**src/rtl/gpio_led_pwm.sv**
```systemverilog
// GPIO/LED controller: per-channel output enable, static/blink/PWM drive modes,
// two-flop synchronised inputs with rising-edge interrupt, simple strobe/ack bus.
module gpio_led_pwm #(
  parameter int NUM_CH   = 4,
  parameter int PWM_BITS = 8,
  parameter int DIV_W    = 24
) (
  input  logic              CLK,
  input  logic              RST_N,
  input  logic              BUS_WE,
  input  logic              BUS_RE,
  input  logic [4:0]        BUS_ADDR,
  input  logic [31:0]       BUS_WDATA,
  output logic [31:0]       BUS_RDATA,
  output logic              BUS_ACK,
  input  logic [NUM_CH-1:0] GPIO_I,
  output logic [NUM_CH-1:0] GPIO_O,
  output logic [NUM_CH-1:0] GPIO_OE,
  output logic              IRQ
);

  // Last PWM count value; the period is 2**PWM_BITS-1 ticks so full duty is always on.
  localparam logic [PWM_BITS-1:0] PWM_TOP = {{(PWM_BITS-1){1'b1}}, 1'b0};

  localparam logic [4:0] A_OUT   = 5'h00;
  localparam logic [4:0] A_OE    = 5'h01;
  localparam logic [4:0] A_IN    = 5'h02;
  localparam logic [4:0] A_MODE  = 5'h03;
  localparam logic [4:0] A_PRESC = 5'h04;
  localparam logic [4:0] A_BLINK = 5'h05;
  localparam logic [4:0] A_ISR   = 5'h06;
  localparam logic [4:0] A_IER   = 5'h07;

  logic [NUM_CH-1:0]   out_reg, oe_reg, ier_reg, isr_reg;
  logic [NUM_CH-1:0]   sync_reg, in_reg, in_d_reg;
  logic [NUM_CH-1:0]   gpio_reg, gpio_next, pwm_on, rise, w1c;
  logic [2*NUM_CH-1:0] mode_reg;
  logic [DIV_W-1:0]    presc_reg, blink_reg, presc_cnt, blink_cnt;
  logic [PWM_BITS-1:0] duty_reg [NUM_CH];
  logic [PWM_BITS-1:0] pwm_cnt;
  logic                phase_reg, tick, ack_reg, irq_reg, wr_presc;
  logic [31:0]         rd_mux, rdata_reg;
  logic                unused_wdata;

  assign unused_wdata = ^BUS_WDATA;
  assign wr_presc     = BUS_WE && (BUS_ADDR == A_PRESC);
  assign w1c          = (BUS_WE && (BUS_ADDR == A_ISR)) ? BUS_WDATA[NUM_CH-1:0] : '0;
  assign rise         = in_reg & ~in_d_reg;
  assign tick         = (presc_cnt == presc_reg);

  // Read data selection from current (pre-write) register contents.
  always_comb begin
    rd_mux = '0;
    case (BUS_ADDR)
      A_OUT:   rd_mux[NUM_CH-1:0]   = out_reg;
      A_OE:    rd_mux[NUM_CH-1:0]   = oe_reg;
      A_IN:    rd_mux[NUM_CH-1:0]   = in_reg;
      A_MODE:  rd_mux[2*NUM_CH-1:0] = mode_reg;
      A_PRESC: rd_mux[DIV_W-1:0]    = presc_reg;
      A_BLINK: rd_mux[DIV_W-1:0]    = blink_reg;
      A_ISR:   rd_mux[NUM_CH-1:0]   = isr_reg;
      A_IER:   rd_mux[NUM_CH-1:0]   = ier_reg;
      default: begin
        for (int c = 0; c < NUM_CH; c++) begin
          if (BUS_ADDR == 5'(16 + c)) rd_mux[PWM_BITS-1:0] = duty_reg[c];
        end
      end
    endcase
  end

  // Control register writes.
  always_ff @(posedge CLK) begin
    if (!RST_N) begin
      out_reg   <= '0;
      oe_reg    <= '0;
      mode_reg  <= '0;
      presc_reg <= '0;
      blink_reg <= '0;
      ier_reg   <= '0;
    end else if (BUS_WE) begin
      case (BUS_ADDR)
        A_OUT:   out_reg   <= BUS_WDATA[NUM_CH-1:0];
        A_OE:    oe_reg    <= BUS_WDATA[NUM_CH-1:0];
        A_MODE:  mode_reg  <= BUS_WDATA[2*NUM_CH-1:0];
        A_PRESC: presc_reg <= BUS_WDATA[DIV_W-1:0];
        A_BLINK: blink_reg <= BUS_WDATA[DIV_W-1:0];
        A_IER:   ier_reg   <= BUS_WDATA[NUM_CH-1:0];
        default: ;
      endcase
    end
  end

  // Per-channel PWM duty register writes.
  always_ff @(posedge CLK) begin
    if (!RST_N) begin
      for (int c = 0; c < NUM_CH; c++) duty_reg[c] <= '0;
    end else if (BUS_WE) begin
      for (int c = 0; c < NUM_CH; c++) begin
        if (BUS_ADDR == 5'(16 + c)) duty_reg[c] <= BUS_WDATA[PWM_BITS-1:0];
      end
    end
  end

  // Bus response: every strobe gets a one-cycle ack; read data is zero outside ack.
  always_ff @(posedge CLK) begin
    if (!RST_N) begin
      ack_reg   <= 1'b0;
      rdata_reg <= '0;
    end else begin
      ack_reg   <= BUS_WE | BUS_RE;
      rdata_reg <= (BUS_WE | BUS_RE) ? rd_mux : '0;
    end
  end

  // Prescaler: counts 0..PRESC, restarted whenever PRESC is rewritten.
  always_ff @(posedge CLK) begin
    if (!RST_N) begin
      presc_cnt <= '0;
    end else if (wr_presc || tick) begin
      presc_cnt <= '0;
    end else begin
      presc_cnt <= presc_cnt + DIV_W'(1);
    end
  end

  // Shared PWM counter, 0..2**PWM_BITS-2, advanced on tick.
  always_ff @(posedge CLK) begin
    if (!RST_N) begin
      pwm_cnt <= '0;
    end else if (tick) begin
      pwm_cnt <= (pwm_cnt == PWM_TOP) ? '0 : pwm_cnt + PWM_BITS'(1);
    end
  end

  // Shared blink counter and phase; frozen while BLINK is zero. The >= guards
  // against BLINK being lowered below the running count.
  always_ff @(posedge CLK) begin
    if (!RST_N) begin
      blink_cnt <= '0;
      phase_reg <= 1'b0;
    end else if (tick && (blink_reg != '0)) begin
      if (blink_cnt >= blink_reg - DIV_W'(1)) begin
        blink_cnt <= '0;
        phase_reg <= ~phase_reg;
      end else begin
        blink_cnt <= blink_cnt + DIV_W'(1);
      end
    end
  end

  generate
    for (genvar gi = 0; gi < NUM_CH; gi++) begin : g_ch
      assign pwm_on[gi]    = (duty_reg[gi] > pwm_cnt);
      assign gpio_next[gi] = (mode_reg[2*gi +: 2] == 2'b01) ? (out_reg[gi] & phase_reg) :
                             (mode_reg[2*gi +: 2] == 2'b10) ? (out_reg[gi] & pwm_on[gi]) :
                                                               out_reg[gi];
    end
  endgenerate

  // Registered pad outputs.
  always_ff @(posedge CLK) begin
    if (!RST_N) gpio_reg <= '0;
    else        gpio_reg <= gpio_next;
  end

  // Input synchroniser, edge detect, W1C status (set wins) and registered interrupt.
  always_ff @(posedge CLK) begin
    if (!RST_N) begin
      sync_reg <= '0;
      in_reg   <= '0;
      in_d_reg <= '0;
      isr_reg  <= '0;
      irq_reg  <= 1'b0;
    end else begin
      sync_reg <= GPIO_I;
      in_reg   <= sync_reg;
      in_d_reg <= in_reg;
      isr_reg  <= (isr_reg & ~w1c) | rise;
      irq_reg  <= |(isr_reg & ier_reg);
    end
  end

  assign BUS_ACK   = ack_reg;
  assign BUS_RDATA = rdata_reg;
  assign GPIO_O    = gpio_reg;
  assign GPIO_OE   = oe_reg;
  assign IRQ       = irq_reg;

endmodule

```
**config.mk**
```make
export PLATFORM = sky130hd
export DESIGN_NAME = gpio_led_pwm
export DESIGN_NICKNAME = d
export VERILOG_FILES = /design/src/rtl/gpio_led_pwm.sv
export SDC_FILE = /design/constraint.sdc
export NUM_CORES = 1
export LEC_CHECK = 0
export ABC_CLOCK_PERIOD_IN_PS = 4500
export CORE_AREA = 2 2 135 137
export CTS_BUF_LIST = sky130_fd_sc_hd__clkbuf_2
export CTS_CLUSTER_SIZE = 24
export DETAILED_ROUTE_END_ITERATION = 16
export DIE_AREA = 0 0 137 139
export PLACE_DENSITY = 0.83
export SYNTH_ARGS = -nofsm -noshare
export SYNTH_HDL_FRONTEND = slang
export SYNTH_SLANG_ARGS = --single-unit
```
**constraint.sdc**
```tcl
create_clock -name CLK -period 4.5 [get_ports CLK]
set_input_delay 0.9 -clock CLK [delete_from_list [all_inputs] [get_ports CLK]]
set_output_delay 0.9 -clock CLK [all_outputs]
set_load 0.005 [all_outputs]
```
==> results.ini <==
[route]
drc = 0
drtAntennaViolNets = 0
wl_per_cell_um = 17.9
drt_iter0_drc = 786
dr.pass1.iters = 5
vias_per_cell = 6.10
vias = 9485
wl_um = 27800

[global_route]
grt_pass1_wl_um = 43900
antenna_found_initial = 1
use_met1 = 0.374
gr-total-overflow = 0
grt_use_total = 0.290
gr-max-usage-layer = met2
gr-usage-met2 = 0.457
grt_pass1_vias = 8903
grt_max_degree = 68
met3_usage = 0.0501

[setup_path]
crit_fanout = 13
crit_type = reg -> reg
reg2reg_to = blink_cnt[5]$_SDFFE_PN0P_
end_kind = flop
crit_arrival_ns = 4.99
cp.required_ns = 5.24
regToRegSetupSlack_ns = 0.25
reg2reg_depth = 12
start_kind = flop
r2r_start = blink_reg[10]$_SDFFE_PN0P_
critPathLaunch = blink_reg[10]$_SDFFE_PN0P_

[clocking]
clock-sinks = 203
clkTransAtPathRegs_ns = 0.11
htree_levels = 2
clock-root-buffer = clkbuf_2
ctsHoldBuffers = 0
cts_buffers = 51
clk_latency_ns = 0.85
cts_max_path_buffers = 3
cts_tree = yes

[power_and_ir_drop]
peakVddDrop_mv = 0.222
power.leakage_nw = 4.44
powerDensity_nw_per_um2 = 310

[placed_design]
place_congestion = 0.978
place_inst = 1463
dpl.hpwl_um = 19500
portBuffers = 70
placed_area_um2 = 11200
post-place-ws_ns = 0.269

[sta]
hold-worst-slack_ns = 0.432
layout_setup_ws_ns = 0.249
fin_skew_ns = 0.0425
relSlewSlack = 0.368
period_needed_ns = 4.25
setup_viol = 0
worstMarginPinSlew_ns = 0.941
tns_ns = 0
drv_slew = 0
timing.fmax_mhz = 235
rsz0062_at_grt = false
post-route-period-util = 0.945
finalHoldViolCount = 0

[final_layout]
syn2layout_area_growth_pct = 12.6
final_area_um2 = 11700
drive_gt1_frac = 0.0883
nNetsFinal = 1394
largest_register_ffs = 32
fin_cells = 1555

[synthesis]
ys_warn_count = 0
yosys-top-cells-area = dfxtp_1 (33%), edfxtp_1 (9.3%), ha_1 (7.5%)
synth.top_cell.area_share = 0.330
synthTopCellsByCount = nand2_1 (188), dfxtp_1 (171), a21oi_1 (106)
synth_top_area_cell = dfxtp_1
avgSynthCellArea_um2 = 8.55
async_reset_ff_frac = 0
synth_edf_count = 32
synth.distinct_cells = 61
ys_ff_latch = 203
syn_area_um2 = 10400
seq_area_frac_synth = 0.423
synthCells = 1212
yosysMostFrequentCell = nand2_1
synth_top_flop_cell = dfxtp_1

[run]
max-cap-violations = 0

[floorplanning]
dieArea_um2 = 19000
die_w_um = 137
die_h_um = 139
rows = 49
core_area_um2 = 17700
initial_core_util = 0.587
io_pins = 87

[min_path]
worstHoldStart = sync_reg[3]$_SDFF_PN0_
min_delay_path_depth = 1
hp-class = reg -> reg
min_to = in_reg[3]$_SDFF_PN0_

[status]
status = completed

[worst max-delay path: stages (launching register included)]
cell,delay [ns]
dfxtp_1,0.38
or4_4,0.55
or4_4,0.47
or3_1,0.41
nor3_2,0.21
xnor2_1,0.14
ha_1,0.27
a21oi_1,0.15
o21ai_0,0.13
a2111o_1,0.46
a21o_2,0.32
or4_1,0.49
a31oi_1,0.18
[repair_timing]
| action | 4_1_cts | 5_1_grt |
|---|---|---|
| gates resized for setup | 0 | 2 |
| endpoints found under the hold margin | 0 | 0 |
| buffers inserted | 0 | 0 |
| endpoints found under the setup margin | 0 | 10 |
[power by group]
part / internal, W / switching, W / leakage [nW]
registers: 0.00189 / 0.0000492 / 1.69
logic: 0.000166 / 0.000262 / 2.41
clock network: 0.000483 / 0.000770 / 0.351
total: 0.00253 / 0.00108 / 4.44
[final cells by class]
cell class | instances | area, µm²
fill | 1473 | 5990
tap | 229 | 287
inverter | 33 | 124
clock buffer | 70 | 350
timing repair buffer | 87 | 823
sequential | 203 | 4380
antenna | 1 | 2.50
multi-input combinational | 911 | 5580
clock inverter | 21 | 111
[cells in the final DEF (no fill, tap or decap), types with 19 or more instances in the layout]
cell type / n
nor2_1: 74
and2_1: 42
a21oi_1: 105
clkbuf_2: 70
inv_1: 32
dfxtp_1: 171
nand4_1: 23
edfxtp_1: 32
clkdlybuf4s50_1: 69
ha_1: 62
a22oi_1: 34
nand3_1: 79
xor2_1: 41
nand2_1: 188
nor3_1: 19
o21ai_0: 20
xnor2_1: 26
a31oi_1: 23
[per-layer routing]
| layer | wire [µm] | vias up |
|---|---|---|
| met5 | 0 | - |
| met4 | 1450 | 0 |
| met3 | 2210 | 99 |
| met2 | 12900 | 450 |
| met1 | 11300 | 4450 |
| li1 | - | 4486 |
[worst max path at each step]
stage,end,slack [ns],cells after the start
floorplan,blink_cnt[0]$_SDFFE_PN0P_,0.43,14
global placement,blink_cnt[19]$_SDFFE_PN0P_,0.32,12
detailed placement,blink_cnt[5]$_SDFFE_PN0P_,0.27,12
CTS,blink_cnt[17]$_SDFFE_PN0P_,0.23,12
global route,blink_cnt[5]$_SDFFE_PN0P_,0.02,12
finish,blink_cnt[5]$_SDFFE_PN0P_,0.25,12
[cells by family (layout without fill, tap and decap cells)]
| family | count (synthesis) | count (layout) | synth area share |
|---|---|---|---|
| mux | 9 | 9 | 0.00954 |
| fa+ha+maj | 62 | 62 | 0.0749 |
| compound gates | 244 | 244 | 0.147 |
| flops | 203 | 203 | 0.423 |
| simple gates | 521 | 521 | 0.246 |
| buf+inv | 105 | 211 | 0.0429 |
| other cells | 1 | 9 | 0.000362 |
| xor+xnor | 67 | 67 | 0.0566 |
[stage by stage]
step	util	total power, W
2_1_floorplan	-	0.00225
3_3_place_gp	0.634	0.00237
3_5_place_dp	0.634	0.00239
4_1_cts	0.660	0.00363
5_1_grt	0.661	0.00377
6_report	0.661	0.00362
(Power assumes the default switching activity.)
==> variant 1, RTL diff (same settings) <==
Put one more register stage on the output `IRQ`. The value now appears one clock later. The other outputs are not delayed to match.
--- a/src/rtl/gpio_led_pwm.sv
+++ b/src/rtl/gpio_led_pwm.sv
@@ -185,5 +185,7 @@
   assign GPIO_O    = gpio_reg;
   assign GPIO_OE   = oe_reg;
-  assign IRQ       = irq_reg;
+  always_ff @(posedge CLK) begin
+    IRQ <= irq_reg;
+  end
 
 endmodule
Behaviour: not the same (a bounded check fails within 10 cycles, from zero or initial values and one cycle with RST_N low).
==> variant 1 against the unedited design <==
- setup slack improved by 0.080 ns
- final area up 0.28%
- total power up 1.1%
- wire length is 4.1% lower
- sequential cell count is 1 higher
- via count decreased by 3.2%
- synthesized area increased by 0.43%
- worst hold slack lost 0.076 ns
- sequential share of layout area increased by 0.066 points
==> variant 1: results (changes against the unedited design) <==
| Metric | Value |
|---|---|
| Routed wl met3 | 2270 µm (+2.9%) |
| Crit path max-delay cell type | or4_1 |
| Flip-flop and latch area | 4400 µm² (+0.46%) |
| Vias in the first global route | 8731 (-1.9%) |
| Non-CTS buffers | 88 (+1.1%) |
| Layout Area Growth over Synthesis | 12.4% |
| Metal2 WL | 12400 µm (-4.0%) |
| NonClk Buf Share | 7.15% (+0.087 points) |
| Reg2Reg Depth | 14 (+2) |
| Gpl congestion | 0.905 (-7.5%) |
| Multi-input combinational area share | 47.7% (-0.18 points) |
| Worst vdd ir | 0.000300 V (+35%) |
| Post-Syn Instances | 1202 (-0.83%) |
| Mux cell area share after synthesis | 1.59% (+0.63 points) |
| Clock network area share | 4.05% (+0.096 points) |
| Commonest cells in the synthesized netlist | nand2_1, dfxtp_1, a21oi_1 |
| Dpl ws | 0.293 ns (+0.0239 ns) |
| Setup Skew | 0.0486 ns (+0.00607 ns) |
| Unique masters post-synth | 62 (+1.6%) |
| Multi-In Gates | 901 (-1.1%) |
| Register area share after synthesis | 42.3% (about the same) |
| Met1 WL | 11300 µm (+0.76%) |
| Status | finished, final reports clean |
| Xor/xnor share of the synthesized area | 5.72% (+0.060 points) |
| Post-Synth Adder-Cell Area | 7.46% (-0.032 points) |
| Worst Hold End | IRQ |
| Largest net degree at the start of global routing | 72 (+5.9%) |
| Crit path from | blink_reg[0] |
| Relative slew slack | 24.6% (-12 points) |
| Post-synthesis compound-gate area fraction | 13.9% (-0.81 points) |
[variant 1: changes by cell type in the layout (fill, tap and decap cells not counted), moves of 10 or more]
cell / unedited run / this run
a21oi_1: 105 / 94
mux2i_1: 2 / 12
nand3_1: 79 / 64
nor2_1: 74 / 85
[variant 1: worst register-to-register path: stages, from the launching register on]
cell,delay [ns]
dfxtp_1,0.39
or4_1,0.60
or3b_1,0.49
or2_1,0.28
nor2b_1,0.23
nand2_1,0.10
xor2_1,0.15
ha_1,0.32
nand4_1,0.16
inv_1,0.08
a221oi_2,0.30
o211ai_1,0.14
buf_4,0.21
or4_1,0.48
a31oi_1,0.19
[variant 1: metal layers]
metal | track usage, % | up-vias
li1 | - | 4454
met1 | 38.5 | 4268
met2 | 44.4 | 401
met3 | 5.48 | 59
met4 | 10.4 | 0
met5 | 0 | -
[variant 1: power breakdown]
group / total, mW / switching (mW) / internal, mW
clock: 1.26 / 0.762 / 0.501
combinational: 0.431 / 0.260 / 0.171
sequential: 1.96 / 0.0592 / 1.90
==> variant 2, RTL diff (same flow settings) <==
Made on the original files. The parameter `PWM_BITS` goes from 8 to 12.
--- a/src/rtl/gpio_led_pwm.sv
+++ b/src/rtl/gpio_led_pwm.sv
@@ -3,5 +3,5 @@
 module gpio_led_pwm #(
   parameter int NUM_CH   = 4,
-  parameter int PWM_BITS = 8,
+  parameter int PWM_BITS = 12,
   parameter int DIV_W    = 24
 ) (
Function: changed (a bounded check fails within 4 cycles, from zero or initial values and one cycle with RST_N low).
==> variant 2 against the unedited design <==
- via count grew 5.8%
- wire length grew 8.9%
- combinational power grew 15%
- final cell count grew 7.2%
- total power grew 13%
- sequential power grew 11%
- final area grew 12%
- setup slack gained 0.086 ns
- sequential cell count grew 20
- synthesized area grew 12%
- count of clock-buffer cells in the layout grew 21
==> variant 2: results (changes against the unedited design) <==
| Metric | Value |
|---|---|
| Register area share after synthesis | 42.5% (+0.19 points) |
| Initial DRC Count | 980 (+25%) |
| P_leak | 5.13 nW (+16%) |
| Unique masters post-synth | 63 (+3.3%) |
| Clk root buf | clkbuf_2 |
| GRT Total Usage | 31.6% (+2.6 points) |
| Crit path from | blink_reg[6] |
| Clock Pin Slew Worst Setup and Hold Paths | 0.09 ns (-0.02 ns) |
| Worst EP arrival | 4.95 ns (-0.04 ns) |
| Net count, final | 1515 (+8.7%) |
| Non-Filler Instances | 1667 (+7.2%) |
| CTS HTree Levels | 2 (unchanged) |
| Min-delay src | sync_reg[0] |
| Status | finished, final reports clean |
| Post-Syn Instances | 1312 (+8.3%) |
| Routed wl met3 | 2250 µm (+2.2%) |
| Clock latency at the later pin of the worst-skew pair | 0.91 ns (+0.06 ns) |
| Commonest cells in the synthesized netlist | dfxtp_1, nand2_1, a21oi_1 |
| Met1 WL | 13100 µm (+16%) |
| Layout cells sized above 1 | 10.6% (+1.8 points) |
| Number of flip-flops in the largest register | 48 (+50%) |
| Clock net power | 1.43 mW (+14%) |
| Top sig layer | met4 |
| Worst vdd ir | 0.000312 V (+40%) |
| Dpl ws | 0.255 ns (-0.0140 ns) |
| Vias | 10036 (+5.8%) |
| Ranking of synthesized cells by area | dfxtp_1, edfxtp_1, ha_1, nand2_1, a21oi_1 |
| EDFF count, synth | 48 (+50%) |
| Tot Pwr | 4.07 mW (+13%) |
| Gpl congestion | 0.976 (-0.24%) |
| Post-DP HPWL | 21600 µm (+11%) |
| Setup Skew | 0.0892 ns (+0.0466 ns) |
| First-pass GRT wire length | 47800 µm (+8.9%) |
| Vias in the first global route | 9555 (+7.3%) |
| Mean routed wirelength per cell | 18.2 µm (+1.6%) |
| Seq pwr share | 52.8% (-0.7 points) |
| Ys async rst share | 0% (unchanged) |
| Initial antenna violation count | 1 (unchanged) |
| Hold crit path type | reg -> reg |
| Slew @ Worst Pin | 0.896 ns (-0.0453 ns) |
| Num CTS Buffers | 56 (+9.8%) |
| Critical path fanouts, max | 6 (-7) |
| Metal2 WL | 14000 µm (+8.6%) |
| Sw Share | 29.3% (-0.63 points) |
| Largest net degree at the start of global routing | 77 (+13%) |
| First-pass DRT Iterations | 5 (unchanged) |
| Dpl cells | 1562 (+6.8%) |
| Maximum buffer depth of the clock tree | 3 (unchanged) |
-- variant 2: cell count changes in the layout (fill, tap and decap cells not counted), moves of 16 or more --
cell and change:
clkbuf_2 +21, nand3_1 -38, and2_1 +27, mux2i_1 +18, nor2_1 +30, ha_1 +16, a21o_1 +19, edfxtp_1 +16
nand2_1 -24
-- variant 2: logic make-up after synthesis --
kind of cell    after synthesis  share of synthesized area, %
flops                       223                          42.5
mux                          21                          1.82
buf+inv                     118                          4.31
compound gates              275                          15.5
other cells                   1                        0.0322
fa+ha+maj                    78                          8.39
xor+xnor                     71                          5.35
simple gates                525                          22.1
-- variant 2: per-layer routing --
metal	track usage, %	up-vias
met5	0	-
met4	12.6	0
met3	4.90	75
met2	49.8	424
met1	43.5	4690
li1	-	4847
-- variant 2: worst paths after layout --
check / slack [ns] / cells past startpoint / end
hold / removal: 0.44 / 1 / in_reg[0]
setup reg to reg: 0.33 / 13 / blink_cnt[18]
hold reg to reg: 0.44 / 1 / in_reg[0]
setup / recovery: 0.33 / 13 / blink_cnt[18]
-- variant 2: timing repair --
action,CTS,global route
hold endpoints to repair,0,0
setup buffers,0,1
gates resized for setup,0,2
setup endpoints to repair,0,7
-- variant 2: layout make-up --
class	count	area [µm²]
multi-input cells	978	6230
flip-flops and latches	223	4940
fillers	1366	4620
repair buffers	95	883
clock buffers	91	455
well taps	229	287
inverters	38	143
clock inverters	12	83.8
diodes	1	2.50
-- variant 2: worst max-delay path, cell delays in order, from the launching register on --
cell	delay [ns]
dfxtp_1	0.36
or4_1	0.51
or3_1	0.44
or3_1	0.47
nor3_1	0.24
xnor2_1	0.15
ha_1	0.26
nand4_1	0.15
nor4_1	0.09
a221oi_1	0.27
o21ai_1	0.16
or2_2	0.35
or4_1	0.49
a31oi_1	0.17
